`src/rtl/sd_block_arbiter.sv`:
```
// Round-robin arbiter granting one of two requesters a single SD block read.
// Define SD_ARB_TIMEOUT_EN to add the watchdog and its ABORT state.
module sd_block_arbiter #(
  parameter int unsigned WORDS_PER_BLOCK = 128,
  parameter int unsigned TIMEOUT_CYCLES  = 1048576
) (
  input  logic        iCLK,
  input  logic        Reset,
  input  logic        iReq0,
  input  logic        iReq1,
  input  logic [31:0] iAddr0,
  input  logic [31:0] iAddr1,
  output logic        oGnt0,
  output logic        oGnt1,
  output logic        oDone0,
  output logic        oDone1,
  output logic        oSDRead,
  output logic [31:0] oSDAddress,
  input  logic [3:0]  iSDCtrl,
  input  logic        iWordReady,
  output logic        oBusy,
  output logic [6:0]  oWordCount,
  output logic        oError
);

  if (WORDS_PER_BLOCK < 1 || WORDS_PER_BLOCK > 128) begin : g_words_range
    $error("WORDS_PER_BLOCK must be in 1..128 to fit oWordCount");
  end
  if (TIMEOUT_CYCLES < 2) begin : g_timeout_range
    $error("TIMEOUT_CYCLES must be at least 2");
  end

`ifdef SD_ARB_TIMEOUT_EN
  typedef enum logic [2:0] {IDLE, ISSUE, WAIT_ACK, XFER, DONE, ABORT} state_t;
`else
  typedef enum logic [2:0] {IDLE, ISSUE, WAIT_ACK, XFER, DONE} state_t;
`endif

  localparam logic [6:0] LAST_WORD = 7'(WORDS_PER_BLOCK - 1);

  state_t      state_q, state_d;
  logic        gnt0_q, gnt0_d;
  logic        gnt1_q, gnt1_d;
  logic        owner_q, owner_d;
  logic        last_q, last_d;
  logic        rd_q, rd_d;
  logic [31:0] addr_q, addr_d;
  logic [6:0]  cnt_q, cnt_d;
  logic        pick1;
  logic        ctrl_reading;

`ifdef SD_ARB_TIMEOUT_EN
  localparam int unsigned WD_W = $clog2(TIMEOUT_CYCLES + 1);
  localparam logic [WD_W-1:0] WD_LAST = WD_W'(TIMEOUT_CYCLES - 1);
  logic [WD_W-1:0] wd_q, wd_d;
  logic            wd_active;
`endif

  // last_q is the requester served last; reset value 1 favours requester 0
  assign pick1        = iReq1 && (!iReq0 || !last_q);
  assign ctrl_reading = (iSDCtrl[3:2] == 2'b10);

  always_comb begin
    state_d = state_q;
    gnt0_d  = gnt0_q;
    gnt1_d  = gnt1_q;
    owner_d = owner_q;
    last_d  = last_q;
    rd_d    = rd_q;
    addr_d  = addr_q;
    cnt_d   = cnt_q;
    case (state_q)
      IDLE: begin
        if (iReq0 || iReq1) begin
          owner_d = pick1;
          gnt0_d  = !pick1;
          gnt1_d  = pick1;
          addr_d  = pick1 ? iAddr1 : iAddr0;
          cnt_d   = '0;
          state_d = ISSUE;
        end
      end
      ISSUE: begin
        if (iSDCtrl == 4'h0) begin
          rd_d    = 1'b1;
          state_d = WAIT_ACK;
        end
      end
      WAIT_ACK: begin
        if (ctrl_reading) begin
          rd_d    = 1'b0;
          state_d = XFER;
        end
      end
      XFER: begin
        if (iWordReady) begin
          if (cnt_q == LAST_WORD) begin
            cnt_d   = '0;
            gnt0_d  = 1'b0;
            gnt1_d  = 1'b0;
            state_d = DONE;
          end else begin
            cnt_d = cnt_q + 7'd1;
          end
        end
      end
      DONE: begin
        last_d  = owner_q;
        state_d = IDLE;
      end
`ifdef SD_ARB_TIMEOUT_EN
      ABORT: begin
        last_d  = owner_q;
        state_d = IDLE;
      end
`endif
      default: state_d = IDLE;
    endcase

`ifdef SD_ARB_TIMEOUT_EN
    // A cycle that makes progress (state change or word) never times out
    wd_active = (state_q == ISSUE) || (state_q == WAIT_ACK) || (state_q == XFER);
    if (wd_active && (state_d == state_q) && !iWordReady && (wd_q == WD_LAST)) begin
      state_d = ABORT;
      rd_d    = 1'b0;
      gnt0_d  = 1'b0;
      gnt1_d  = 1'b0;
    end
    if (!wd_active || (state_d != state_q) || iWordReady) begin
      wd_d = '0;
    end else begin
      wd_d = wd_q + WD_W'(1);
    end
`endif
  end

  always_ff @(posedge iCLK) begin
    if (Reset) begin
      state_q <= IDLE;
      gnt0_q  <= 1'b0;
      gnt1_q  <= 1'b0;
      owner_q <= 1'b0;
      last_q  <= 1'b1;
      rd_q    <= 1'b0;
      addr_q  <= '0;
      cnt_q   <= '0;
`ifdef SD_ARB_TIMEOUT_EN
      wd_q    <= '0;
`endif
    end else begin
      state_q <= state_d;
      gnt0_q  <= gnt0_d;
      gnt1_q  <= gnt1_d;
      owner_q <= owner_d;
      last_q  <= last_d;
      rd_q    <= rd_d;
      addr_q  <= addr_d;
      cnt_q   <= cnt_d;
`ifdef SD_ARB_TIMEOUT_EN
      wd_q    <= wd_d;
`endif
    end
  end

  logic finishing;
`ifdef SD_ARB_TIMEOUT_EN
  assign finishing = (state_q == DONE) || (state_q == ABORT);
  assign oError    = (state_q == ABORT);
`else
  assign finishing = (state_q == DONE);
  assign oError    = 1'b0;
`endif

  assign oGnt0      = gnt0_q;
  assign oGnt1      = gnt1_q;
  assign oDone0     = finishing && !owner_q;
  assign oDone1     = finishing && owner_q;
  assign oSDRead    = rd_q;
  assign oSDAddress = addr_q;
  assign oWordCount = cnt_q;
  assign oBusy      = (state_q != IDLE);

endmodule

```
`config.mk`:
```
export PLATFORM = sky130hd
export DESIGN_NAME = sd_block_arbiter
export DESIGN_NICKNAME = d
export VERILOG_FILES = /design/src/rtl/sd_block_arbiter.sv
export SDC_FILE = /design/constraint.sdc
export NUM_CORES = 1
export LEC_CHECK = 0
export ABC_AREA = 1
export BUFFER_PORTS_ARGS = -buffer_cell sky130_fd_sc_hd__buf_2
export CORE_UTILIZATION = 40
export CTS_CLUSTER_SIZE = 24
export DETAILED_ROUTE_END_ITERATION = 7
export MAX_ROUTING_LAYER = met4
export PLACE_DENSITY_LB_ADDON = 0.12
export SETUP_SLACK_MARGIN = 0.05
export SLEW_MARGIN = 25
export SYNTH_ARGS = -nofsm -noshare
export SYNTH_HDL_FRONTEND = slang
export SYNTH_SLANG_ARGS = --single-unit
```
`constraint.sdc`:
```
create_clock -name iCLK -period 1.25 [get_ports iCLK]
set_input_delay 0.125 -clock iCLK [delete_from_list [all_inputs] [get_ports iCLK]]
set_output_delay 0.125 -clock iCLK [all_outputs]
set_load 0.02 [all_outputs]
```
Word level (Yosys, flattened, before mapping) --
Index checks and enable logic that the tools add are counted. W data, S select, Z words.
Operators by class: add/sub/neg operators 1, equality and inequality tests 11, muxes and demuxes 20, reduce and logical (&&, ||, !) cells 19
Operator list (number):
- $mux W32 | 1
- $mux W7 | 3
- $mux W3 | 5
- $pmux W7 S2 | 1
- $pmux W3 S4 | 1
- $ne A2 B2 Y1 const B | 5
- $add A7 B1 Y7 const B | 1
- $eq A7 B7 Y1 const B | 1
- $eq A3 B2 Y1 const B | 2
- $mux W1 | 6
- $pmux W1 S2 | 3
- $reduce_and A3 Y1 | 2
- $reduce_and A5 Y1 | 1
- $logic_not A1 Y1 | 4
- $logic_not A4 Y1 | 1
- $reduce_and A4 Y1 | 1
- $reduce_bool A2 Y1 | 2
- $eq A3 B1 Y1 const B | 1
- $eq A3 B3 Y1 const B | 1
- $logic_and A1 B1 Y1 | 3
- $logic_not A3 Y1 | 1
- $reduce_bool A3 Y1 | 1
- $eq A2 B2 Y1 const B | 1
- $logic_or A1 B1 Y1 | 2
- $reduce_and A2 Y1 | 1
Word-level totals: register bits 47, input bits 73, output and inout bits 46, word-level logic and storage cells 59

Depth between registers and ports, before layout --
word-level depth 6, mapped depth 10, mapped depth without buffers 10

Worst setup path before layout --
Ideal clock, no wire load.
path kind flip-flop to flip-flop, from register cnt_q[0] (netlist: oWordCount[0]), to register state_q[1], setup time 0.116 ns, arrival time 1.352 ns, slack -0.218 ns, cell stages (with the launch flop) 9, buffers on the path 0, period minus slack after synthesis 1.468 ns, cell sequence dfxtp_1 > ha_1 > nand2_1 > nor2_1 > nand3_1 > nand2_1 > nand2_1 > nor2_1 > nor2_1
On the way: word-level cells in the longest chain between the ends 3
RTL lines:
- start, declared | RTL line 48 | logic [6:0] cnt_q, cnt_d;
- start signal, assigned | RTL line 158 | cnt_q <= cnt_d;
- $eq A7 B7 Y1 | RTL line 97 | if (cnt_q == LAST_WORD) begin
- $ne A2 B2 Y1 (no source line)
- $reduce_and A5 Y1 (no source line)
- end signal, assigned | RTL line 151 | state_q <= state_d;
- end, declared | RTL line 41 | state_t state_q, state_d;
No other way between the ends. A chain may end at the register's enable or synchronous reset.

Worst setup path after layout --
from register state_q[2], to register addr_q[11] (netlist: oSDAddress[11])
On the way: word-level cells in the longest chain between the ends 2
RTL lines:
- $logic_not A3 Y1 | RTL line 72 | case (state_q)
- $reduce_and A2 Y1 (no source line)
- end signal, assigned | RTL line 157 | addr_q <= addr_d;
- end, declared | RTL line 47 | logic [31:0] addr_q, addr_d;
No other way between the ends.

==> summary.txt <==
Run status
  – Run status: finished, violations left
  – Failing checks: setup timing

Setup path
  – Startpoint types: flop
  – Top delay family on crit path: simple AND/OR/NAND/NOR gates
  – Library cell contributing the largest single delay on the critical path: sky130_fd_sc_hd__dfxtp_4
  – Stage delay of the slowest cell on the critical path: 0.37 ns
  – Endpoint class of the critical path: flop
  – CP required: 1.44 ns
  – Buffers and inverters on the worst path: 2
  – Crit-path max FO: 8
  – Arr. time, crit path: 1.56 ns
  – Series of cell instances along the critical path: nor2_4 -> nand2_4 -> nor2_8 -> inv_4 -> nand2_8 -> inv_8 -> a21o_1
  – Path type of the worst setup path: reg -> reg

Global route
  – Global route overflow: 0
  – First-pass GRT wire length: 9570 um
  – Global routing usage summed across all routing layers: 21.1%
  – Initial antenna violation count: 0
  – Via count of the first global-routing pass: 2075
  – Pin count of the biggest net entering global routing: 30

Pwr
  – Leakage dissipation: 1.82 nW
  – Ratio of total power to cell area: 1700 mW/mm2
  – Total chip power: 5.73 mW
  – Peak supply drop: 887 uV

STA
  – Final Hold Viols: 0
  – Count of endpoints failing setup in the final report: 43
  – Tcrit/Tclk final: 110%
  – Worst rel slew slack: 64.4%
  – Worst Setup Slack, final: -0.121 ns
  – Aggregate negative setup slack: -3.57 ns
  – Highest clock frequency the design can meet: 730 MHz
  – Setup skew after layout: 0.00593 ns
  – Tightest Pin Transition: 0.533 ns
  – Final worst hold slack: 0.126 ns
  – Setup repair after global routing missed its margin: yes
  – Final max-slew violation count: 0
  – Shortest period the worst path allows: 1.37 ns

Synth
  – Mean instance size in the synthesized netlist: 7.46 um2
  – Number of warning messages in the yosys log: 0
  – Primary flip-flop cell chosen by synthesis mapping: sky130_fd_sc_hd__dfxtp_1
  – Post-synth cell types: 27
  – Complex-gate fraction of the synthesized area: 23.1%
  – Total of flip-flops plus latches after synthesis: 47
  – Post-synthesis share of cell area spent on xor and xnor gates: 0.788%
  – Net count after synthesis: 372
  – Adder-cell area share of the yosys netlist: 0.563%
  – Share of synthesized flip-flops with an asynchronous set or reset: 0%
  – Portion of the post-synthesis area used by sequential elements: 42.3%
  – Number of synthesized flops with an enable pin: 0
  – Netlist Area Pre-Place: 0.00222 mm2
  – Gate count after technology mapping: 298
  – Synthesized-area fraction occupied by and/or/nand/nor cells: 25.9%
  – Combinational family with the most area after synthesis: simple AND/OR/NAND/NOR gates
  – Mux cell area share after synthesis: 0%

Hold path
  – Worst min path class: in -> reg

Placement
  – Worst slack at placement: -0.0801 ns
  – HPWL after detailed placement: 4170 um
  – Placed instance area: 0.00298 mm2
  – Number of input and output port buffers inserted: 117
  – Global placer's final weighted congestion: 0.847

Route
  – Number of vias per cell: 4.77
  – Number of DRC violations after detailed-routing iteration 0: 104
  – Number of search-and-repair iterations in the first detailed-routing pass: 4
  – Final routed wirelength across all metal layers: 6110 um
  – Post-detailed-route DRC marker count: 0
  – Post-detailed-route count of antenna-violating nets: 0
  – Number of vias in the routed layout: 2404
  – Routed wirelength normalized by instance count: 12.1 um

Layout
  – Number of inserted diodes: 0
  – Share of post-route cells with drive strength above 1: 47.9%
  – Net count of the finished layout: 507
  – Final non-filler cell area: 0.00336 mm2
  – Area growth from synthesis to layout: 51.3%

Clock network
  – Maximum buffer depth of the clock tree: 2
  – Clk Tree Root Cell: sky130_fd_sc_hd__clkbuf_8
  – Number of buffers added by the clock tree synthesis step: 5
  – H-tree lvl count: 2
  – Clock latency on the worst-skew pair: 0.30 ns
  – Clock tree from TritonCTS: yes
  – Number of hold buffers added after cts: 0
  – Clock transition at the registers of the reported paths: 0.09 ns
  – Clk sinks: 47

Floorplanning
  – DIE AREA: 0.00586 mm2
  – Vert. Die Dim: 76.6 um
  – # rows: 26
  – Total I/O pin count: 119
  – Core area: 0.00524 mm2
  – Die width: 76.6 um
  – Effective utilization at floorplan: 42.5%

Flow run
  – Count of maximum capacitance violations: 0
-- layout by cell type, fill, tap and decap left out, drive strengths merged, types with 5 or more instances in the layout --
cell type  Yosys  final
buf           10    139
nand3          9      9
inv           15     19
o21ai         10     10
nor2          31     31
clkbuf         5      7
dfxtp         47     47
o31ai          5      5
nand2         97     97
a21oi         36     36
a21o          27     27
-- worst reg2reg max path, cell delays in order (launching register included) --
cell                      delay [ns]
sky130_fd_sc_hd__dfxtp_4        0.37
sky130_fd_sc_hd__nor2_4         0.16
sky130_fd_sc_hd__nand2_4        0.10
sky130_fd_sc_hd__nor2_8         0.18
sky130_fd_sc_hd__inv_4          0.06
sky130_fd_sc_hd__nand2_8        0.16
sky130_fd_sc_hd__inv_8          0.07
sky130_fd_sc_hd__a21o_1         0.16
-- cell type report --
cell class,count,area [um2]
Tap cell,70,87.6
Fill cell,487,1870
Inverter,15,73.8
Clock buffer,7,76.3
Timing Repair Buffer,139,790
Timing Repair inverter,4,42.5
Sequential cell,47,960
Clock inverter,1,5.00
Multi-Input combinational cell,221,1330
-- repair_timing --
item,CTS,global route
cloned,4,0
pin swaps,9,4
setup buffers,3,4
setup endpoints to repair,47,48
resized for setup,53,13
-- through the flow --
stage | utilization [%] | cells
after global placement | 56.8 | 486
after detailed placement | 56.8 | 486
after floorplan | - | 298
after CTS | 62.7 | 500
final | 64.2 | 504
after global routing | 64.2 | 504
-- Yosys cell counts (all sizes together), types with 5 or more instances --
| master | count | area [um2] |
|---|---|---|
| nand2 | 97 | 382 |
| a21o | 27 | 203 |
| nand3 | 9 | 50.1 |
| nor2 | 31 | 140 |
| clkbuf | 5 | 18.8 |
| buf | 10 | 82.6 |
| dfxtp | 47 | 941 |
| o21ai | 10 | 50.1 |
| a21oi | 36 | 218 |
| o31ai | 5 | 37.5 |
| inv | 15 | 56.3 |
-- power breakdown --
part	internal [mW]	total, mW	switching, mW	leakage (nW)
combinational	1.09	2.76	1.67	1.39
sequential	1.85	2.07	0.213	0.389
clock	0.394	0.903	0.509	0.0422
total	3.33	5.73	2.39	1.82
-- routing by layer --
layer	global-route usage [%]	vias up	part of all wire [%]
met2	35.4	67	49
li1	-	1245	-
met5	-	-	0
met4	6.92	0	1.5
met3	3.83	9	4.8
met1	25.3	1083	45
-- worst paths after layout --
| path | startpoint | to | slack (ns) | cells after the start |
|---|---|---|---|---|
| worst min register to register | oSDAddress[4]$_SDFFE_PP0P_ | oSDAddress[4]$_SDFFE_PP0P_ | 0.45 | 1 |
| worst max-delay path | state_q[2]$_SDFFE_PP0P_ | oSDAddress[11]$_SDFFE_PP0P_ | -0.12 | 7 |
| worst max register to register | state_q[2]$_SDFFE_PP0P_ | oSDAddress[11]$_SDFFE_PP0P_ | -0.12 | 7 |
| worst min-delay path | iAddr1[29] | oSDAddress[29]$_SDFFE_PP0P_ | 0.13 | 3 |
-- logic make-up (layout without fill, tap and decap cells) --
group,count (synthesis),in the layout
flops,47,47
other cells,1,1
fa+ha+maj,1,1
simple gates,138,138
xor+xnor,2,2
buf+inv,30,166
compound gates,79,79
-- registers in the layout, indices dropped and copies added, names as in the netlist --
| signal | flops |
|---|---|
| oSDAddress | 32 |
| oWordCount | 7 |
| state_q | 3 |
| last_q | 1 |
| oGnt0 | 1 |
| oGnt1 | 1 |
| oSDRead | 1 |
| owner_q | 1 |
No activity file was read; power rests on OpenSTA's default activity.
